--- src/rtl/fetch_ctrl.sv ---
// Instruction-fetch sequencer: owns the PC, runs the imem req/gnt/rvalid handshake
// and holds one instruction for decode. Optional macro: FETCH_MISALIGN_TRAP_EN.
module fetch_ctrl #(
  parameter logic [31:0] RESET_ADDR = 32'h0000_0000,
  parameter logic [31:0] TRAP_VEC   = 32'h0000_0100
) (
  input  logic        clk,
  input  logic        resetn,
  input  logic        redirect_valid,
  input  logic [31:0] redirect_addr,
  output logic        imem_req,
  output logic [31:0] imem_addr,
  input  logic        imem_gnt,
  input  logic        imem_rvalid,
  input  logic [31:0] imem_rdata,
  output logic        if_valid,
  output logic [31:0] if_inst,
  output logic [31:0] if_pc,
  input  logic        if_ready,
  output logic        misalign_err
);

  // state  | meaning
  // S_IDLE | out of reset, no request yet
  // S_REQ  | presenting a request at pc
  // S_WAIT | one request granted, response outstanding
  typedef enum logic [1:0] {S_IDLE, S_REQ, S_WAIT} state_t;

  state_t      state_q, state_d;
  logic [31:0] pc_q, pc_d;
  logic        flush_q, flush_d;
  logic        valid_q, valid_d;
  logic [31:0] inst_q, inst_d;
  logic [31:0] ifpc_q, ifpc_d;
  logic [31:0] redir_pc;
  logic        req;

`ifdef FETCH_MISALIGN_TRAP_EN
  logic redir_mis;
  logic mis_q, mis_d;

  assign redir_mis    = (redirect_addr[1:0] != 2'b00);
  assign redir_pc     = redir_mis ? TRAP_VEC : redirect_addr;
  assign misalign_err = mis_q;

  always_ff @(posedge clk or negedge resetn) begin
    if (!resetn) mis_q <= 1'b0;
    else         mis_q <= mis_d;
  end

  always_comb begin
    mis_d = 1'b0;
    if (redirect_valid && (state_q != S_IDLE)) mis_d = redir_mis;
  end
`else
  logic unused_trap_vec;

  assign unused_trap_vec = ^TRAP_VEC;
  assign redir_pc        = redirect_addr & 32'hFFFF_FFFC;
  assign misalign_err    = 1'b0;
`endif

  // Request only when the buffer will be free at the grant edge.
  assign req       = (state_q == S_REQ) && (!valid_q || if_ready) && !redirect_valid;
  assign imem_req  = req;
  assign imem_addr = pc_q;
  assign if_valid  = valid_q;
  assign if_inst   = inst_q;
  assign if_pc     = ifpc_q;

  always_ff @(posedge clk or negedge resetn) begin
    if (!resetn) begin
      state_q <= S_IDLE;
      pc_q    <= RESET_ADDR;
      flush_q <= 1'b0;
      valid_q <= 1'b0;
      inst_q  <= 32'h0;
      ifpc_q  <= 32'h0;
    end else begin
      state_q <= state_d;
      pc_q    <= pc_d;
      flush_q <= flush_d;
      valid_q <= valid_d;
      inst_q  <= inst_d;
      ifpc_q  <= ifpc_d;
    end
  end

  always_comb begin
    state_d = state_q;
    pc_d    = pc_q;
    flush_d = flush_q;
    valid_d = valid_q;
    inst_d  = inst_q;
    ifpc_d  = ifpc_q;

    if (valid_q && if_ready) valid_d = 1'b0;

    case (state_q)
      S_IDLE: state_d = S_REQ;
      S_REQ: begin
        if (redirect_valid) begin
          pc_d    = redir_pc;
          valid_d = 1'b0;
        end else if (req && imem_gnt) begin
          state_d = S_WAIT;
        end
      end
      S_WAIT: begin
        if (redirect_valid) begin
          pc_d    = redir_pc;
          valid_d = 1'b0;
          if (imem_rvalid) begin
            state_d = S_REQ;
            flush_d = 1'b0;
          end else begin
            flush_d = 1'b1;
          end
        end else if (imem_rvalid) begin
          state_d = S_REQ;
          if (flush_q) begin
            flush_d = 1'b0;
          end else begin
            inst_d  = imem_rdata;
            ifpc_d  = pc_q;
            valid_d = 1'b1;
            pc_d    = pc_q + 32'd4;
          end
        end
      end
      default: state_d = S_IDLE;
    endcase
  end

endmodule

--- config.mk ---
export PLATFORM = sky130hd
export DESIGN_NAME = fetch_ctrl
export DESIGN_NICKNAME = d
export VERILOG_FILES = /design/src/rtl/fetch_ctrl.sv
export SDC_FILE = /design/constraint.sdc
export NUM_CORES = 1
export LEC_CHECK = 0
export CORE_ASPECT_RATIO = 1.5
export CORE_MARGIN = 2
export CORE_UTILIZATION = 57
export DETAILED_ROUTE_END_ITERATION = 10
export DONT_BUFFER_PORTS = 1
export HOLD_SLACK_MARGIN = 0.02
export PLACE_DENSITY = 0.86
export SYNTH_ARGS = -nofsm -noshare
export SYNTH_HDL_FRONTEND = slang
export SYNTH_SLANG_ARGS = --single-unit
export TNS_END_PERCENT = 20
--- constraint.sdc ---
create_clock -name clk -period 1.79 [get_ports clk]
set_input_delay 0.179 -clock clk [delete_from_list [all_inputs] [get_ports clk]]
set_output_delay 0.179 -clock clk [all_outputs]
set_load 0.02 [all_outputs]
After elaboration in Yosys (flattened, before gate mapping)
Index checks and enable logic that the tools add are counted.
{"block": "classes", "addsub": 1, "eq_ne": 8, "n_mux": 18, "bitwise_logic": 2, "n_reduce_logical": 14}
{"operator": "2-to-1 mux 32 bit", "count": 4}
{"operator": "one-hot mux 32 bit (2 select lines)", "count": 1}
{"operator": "adder 32 x 3 -> 32 bit (second input constant)", "count": 1}
{"operator": "2-to-1 mux 1 bit", "count": 8}
{"operator": "AND reduction 4 bit", "count": 2}
{"operator": "2-to-1 mux 2 bit", "count": 3}
{"operator": "inequality test 2 bit (second input constant)", "count": 3}
{"operator": "inequality test 3 bit (second input constant)", "count": 2}
{"operator": "one-hot mux 2 bit (3 select lines)", "count": 1}
{"operator": "logical AND 1 bit", "count": 4}
{"operator": "nonzero test 2 bit", "count": 2}
{"operator": "AND reduction 3 bit", "count": 1}
{"operator": "equality test 2 x 1 -> 1 bit (second input constant)", "count": 1}
{"operator": "equality test 2 bit (second input constant)", "count": 1}
{"operator": "logical NOT 1 bit", "count": 2}
{"operator": "logical NOT 2 bit", "count": 1}
{"operator": "inequality test 2 x 1 -> 1 bit (second input constant)", "count": 1}
{"operator": "inverter 1 bit", "count": 2}
{"operator": "one-hot mux 1 bit (2 select lines)", "count": 1}
{"operator": "AND reduction 2 bit", "count": 1}
{"operator": "logical OR 1 bit", "count": 1}
{"block": "totals", "regBits": 100, "inputBits": 70, "out_inout_bits": 99, "elab_cells": 49}

Depth between registers and ports, before layout
{"block": "depth", "ltp_word": 8, "depth_mapped": 10}

Worst setup path after synthesis
OpenSTA, ideal clock, no wires.
{"block": "synth_timing", "kind": "register to register", "startpoint": "register state_q[0]", "endpoint": "register inst_q[0] (netlist: if_inst[0])", "arrival_time_ns": 1.813, "t_required_ns": 1.665, "path_slack_ns": -0.148, "stages_incl_launch_ff": 9, "period_less_slack_ns": 1.938, "cell_sequence": "dfrtp_1 inv_1 ha_1 buf_2 nand2b_1 buf_2 nor3_4 buf_2 mux2_2"}
{"block": "synth_between", "elab_chain_len": 2}
{"element": "start, declared", "line_no": "29", "source": "state_t state_q, state_d;"}
{"element": "start signal, assigned", "line_no": "80", "source": "state_q <= state_d;"}
{"element": "equality test 2 bit", "line_no": "99", "source": "case (state_q)"}
{"element": "AND reduction 4 bit (no source line)"}
{"element": "end signal, assigned", "line_no": "84", "source": "inst_q <= inst_d;"}
{"element": "end, declared", "line_no": "33", "source": "logic [31:0] inst_q, inst_d;"}
Every way passes these cells.
A chain may end at the register's enable or synchronous reset.

Worst setup path in the final report
{"block": "layout_timing", "startpoint": "register state_q[1]", "endpoint": "register pc_q[30] (netlist: imem_addr[30])"}
{"block": "layout_between", "elab_chain_len": 3, "elab_cells_between_ends": 8, "cone_classes": "eq/ne: 5; mux: 1; reduce/logical: 2"}
{"element": "equality test 2 bit or equality test 2 x 1 -> 1 bit (tied branches)", "line_no": "99"}
{"element": "inequality test 3 bit (no source line) (tied with other cells)"}
{"element": "AND reduction 4 bit (no source line)"}
{"element": "end signal, assigned", "line_no": "81", "source": "pc_q <= pc_d;"}
{"element": "end, declared", "line_no": "30", "source": "logic [31:0] pc_q, pc_d;"}
Parallel ways exist; a longest one is shown, timed or not.

==> summary.txt <==
Pwr
  – Power Total: 11650 µW
  – Logic pwr share: 0.418
  – Clock share of power: 0.151
  – Flop pwr share: 0.431
  – P per Cell Area: 1927 mW/mm²
  – Leakage power: 0.002610 µW
  – Worst vdd ir: 1.037 mV
  – Switching power: 5029 µW
  – Sw frac: 0.4315
  – Internal: 6624 µW

Clock network
  – CTS buffer count: 9
  – Htree depth: 3
  – Clk slew on worst S/H paths: 70 ps
  – Worst skew pair latency: 350 ps
  – CTS tree: done
  – Hold_buf cts: 37
  – CTS root buf: clkbuf_16
  – Clock tree sinks: 96
  – Maximum root-to-sink buffer count: 2

Flow run
  – Maxcap violations: 0

Yosys
  – Xor/xnor share of the synthesized area: 0
  – Largest family of logic cells by synthesized area: multiplexers
  – Mux share of post-synthesis cell area: 0.1555
  – Top cell type's share of synthesized area: 0.5265
  – Compound-Gate Fraction of Synth Area: 0.1313
  – Post-synthesis adder-cell area fraction: 0.01371
  – Synth Register Bits: 96
  – Simple-Gate Fraction of Synth Area: 0.1313
  – Top cell type by total area after synthesis: dfrtp_1
  – Post-Syn Instances: 405
  – Synthesis Warnings: 0
  – Async SR Flop Fraction: 1.000
  – Main synth FF type: dfrtp_1
  – Netlist cell types: just over 50
  – Post-synth EDFFs: 0
  – Sequential area share after synthesis: 0.5265
  – Avg Cell Area, Syn: 11.27 µm²
  – Synth area leaders: dfrtp_1, mux2_2, a21oi_1, nor2_1, o21ai_0
  – Synthesized area: 0.004563 mm²

Floorplanning
  – DIE HEIGHT: 113.6 µm
  – Die width: just under 80 µm
  – Core area: 0.007908 mm²
  – Io pins: 169
  – # rows: 40
  – DIE AREA: between 0.008 and 0.009 mm²
  – Initial Utilization: 0.5771

Critical path
  – Setup crit end kind: flip-flop
  – CP peak stage delay: 400 ps
  – Crit path DAT: about 2100 ps
  – Slowest-stage cell, CP: dfrtp_1
  – Type of origin of the critical path: flip-flop
  – WP data required: approximately 2000 ps
  – CP max FO: 8
  – WP buf/inv: 4
  – Crit path kind: flip-flop to flip-flop
  – CP delay by family, top: buffers and inverters
  – Top cell by count, worst path: buf_4
  – CP Cell Sequence: inv_2 > ha_4 > buf_4 > o22a_1 > buf_6 > buf_4 > and3_4 > a21oi_2 > nand3_1

Placement
  – Dpl cells: 534
  – Global placement routability congestion: 0.9038
  – Final HPWL DP: 7.809 mm
  – Port Buffers: 0

Detailed routing
  – Initial DRC count: 327
  – Vias post-DR: 3868
  – Routed len/inst: 22.48 µm
  – Post-Route WL: 13.60 mm
  – Vias/cell: 6.393
  – Detailed-route DRC error count: 0
  – Drt first pass iters: 5
  – Final ANT Viol Nets: 0

Timing
  – Fin crit period: between 1500 and 2000 ps
  – RSZ-0062 raised after global routing: true
  – Post-route worst setup slack: -75.90 ps
  – Skew final: 6.801 ps
  – Final Cycle Share: 1.042
  – Setup TNS: -160.2 ps
  – Final Hold Fails: 96
  – Max-slew violation count: 0
  – Fmax achieved: 535.9 MHz
  – WHS: -471.6 ps
  – Setup-failing EPs final: 5

GRT
  – All-Layer GR Usage: 0.2862
  – Vias in the first global route: 3800
  – First-pass GRT wire length: 19.33 mm
  – Grt ovf: 0
  – Largest net degree at the start of global routing: 97
  – Antenna violations before repair: 0

Final layout
  – Antenna cells: 0
  – Layout cell share with drive strength beyond 1: 0.3420
  – Fillers: 513
  – Finished Layout Cells: a little over 600
  – Area Growth Syn to Fin: 32.52%
  – Final #Nets: between 500 and 600

Run status
  – Failing checks: hold timing, setup timing
  – Status: finished with violations

Hold path
  – HP Class: primary input to asynchronous set/reset pin
[cell type report]
| cell class | count | area, µm² | area share |
|---|---|---|---|
| Sequential cell | 96 | 2404 | 0.3975 |
| Multi-Input combinational cell | 278 | 2150 | 0.3555 |
| Timing Repair Buffer | 106 | 1086 | 0.1796 |
| Clock buffer | 16 | 261.5 | 0.04324 |
| Tap cell | 105 | 131.4 | 0.02173 |
| Inverter | 4 | 15.01 | 0.002483 |
[flip-flops by register name (all words and copies together) (netlist names)]
signal and flops:
flush_q 1, if_inst 32, if_pc 30, if_valid 1, imem_addr 30, state_q 2
[what timing repair did]
| action | CTS | global route |
|---|---|---|
| endpoints found under the setup margin | 80 | 83 |
| gates cloned | 3 | 4 |
| pin swaps | 3 | 14 |
| gates resized for setup | 11 | 37 |
| hold endpoints to repair | 133 | 96 |
| setup buffers | 10 | 3 |
[power groups by stage]
stage | registers, µW | clock network (µW) | logic (µW)
finish | 5030 | 1760 | 4870
global route | 5140 | 1870 | 5180
CTS | 4970 | 1780 | 4330
detailed placement | 5010 | 0 | 4040
global placement | 4920 | 0 | 3880
floorplan | 5310 | 0 | 2260
[synth_stat cells, types with 2 or more instances]
library cell and n:
dfrtp_1 96, clkbuf_1 8, nor2_1 33, nor2b_1 2, a31oi_1 2, mux2_2 63, a311oi_1 4, nor3_1 7
and2_1 4, nand2_1 18, nand4_1 10, buf_4 7, nand3_1 14, nor3_4 2, o22a_1 9, buf_2 13
o31ai_1 2, or3_1 2, a32oi_1 2, inv_1 4, o22ai_1 5, a2bb2oi_1 4, a211oi_1 4, ha_1 5
and3_1 5, nand2b_1 2, o21ai_0 17, a21oi_1 38
[final timing paths]
kind / from / end / slack, ps / cells past startpoint
max in group asynchronous: resetn / imem_addr[8] / 2120 / 0
worst min-delay path: resetn / imem_addr[25] / -470 / 0
worst max-delay path: state_q[1] / imem_addr[30] / -80 / 9
min in group clk: redirect_addr[10] / imem_addr[10] / 30 / 2
worst max register to register: state_q[1] / imem_addr[30] / -80 / 9
worst min register to register: state_q[1] / state_q[1] / 610 / 1
[logic make-up (layout without fill, tap and decap cells)]
group | count (synthesis) | count (layout)
AND/OR/NAND/NOR | 110 | 110
flip-flops | 96 | 96
AO/OA/AOI/OAI | 95 | 95
multiplexers | 63 | 63
buffers and inverters | 35 | 126
adder cells (fa/ha/maj) | 5 | 5
other | 1 | 5
[cell usage in the layout, fill, tap and decap left out, types with 5 or more instances in the layout]
| master | instances |
|---|---|
| buf_4 | 52 |
| dfrtp_1 | 95 |
| o22a_1 | 9 |
| nand3_1 | 14 |
| nor3_1 | 6 |
| nand4_1 | 10 |
| mux2_4 | 15 |
| clkbuf_1 | 6 |
| dlygate4sd3_1 | 37 |
| buf_12 | 6 |
| clkbuf_16 | 12 |
| conb_1 | 5 |
| o21ai_0 | 11 |
| o21ai_1 | 6 |
| nand2_1 | 17 |
| mux2_2 | 48 |
| nor2_1 | 31 |
| a21oi_1 | 36 |
[per-layer routing]
metal / share of wire / global-route usage / vias up / routed length [µm]
li1: - / - / 1660 / -
met5: 0 / 0 / - / 0
met3: 0.085 / 0.06646 / 40 / 1153
met1: 0.33 / 0.3185 / 1924 / 4553
met4: 0.037 / 0.1476 / 0 / 503
met2: 0.54 / 0.5099 / 244 / 7392
[through the flow]
step / area (µm²) / util / setup slack, ps / hold WS (ps)
global placement: 5002 / 0.6326 / -28.37 / -114.9
detailed placement: 5002 / 0.6326 / -121.9 / -115.4
global route: 6047 / 0.7647 / -117.2 / -481.4
finish: 6047 / 0.7647 / -75.90 / -471.6
floorplan: 4627 / - / -119.2 / -116.6
CTS: 5837 / 0.7381 / -9.398 / -483.2
(Power assumes the default switching activity.)
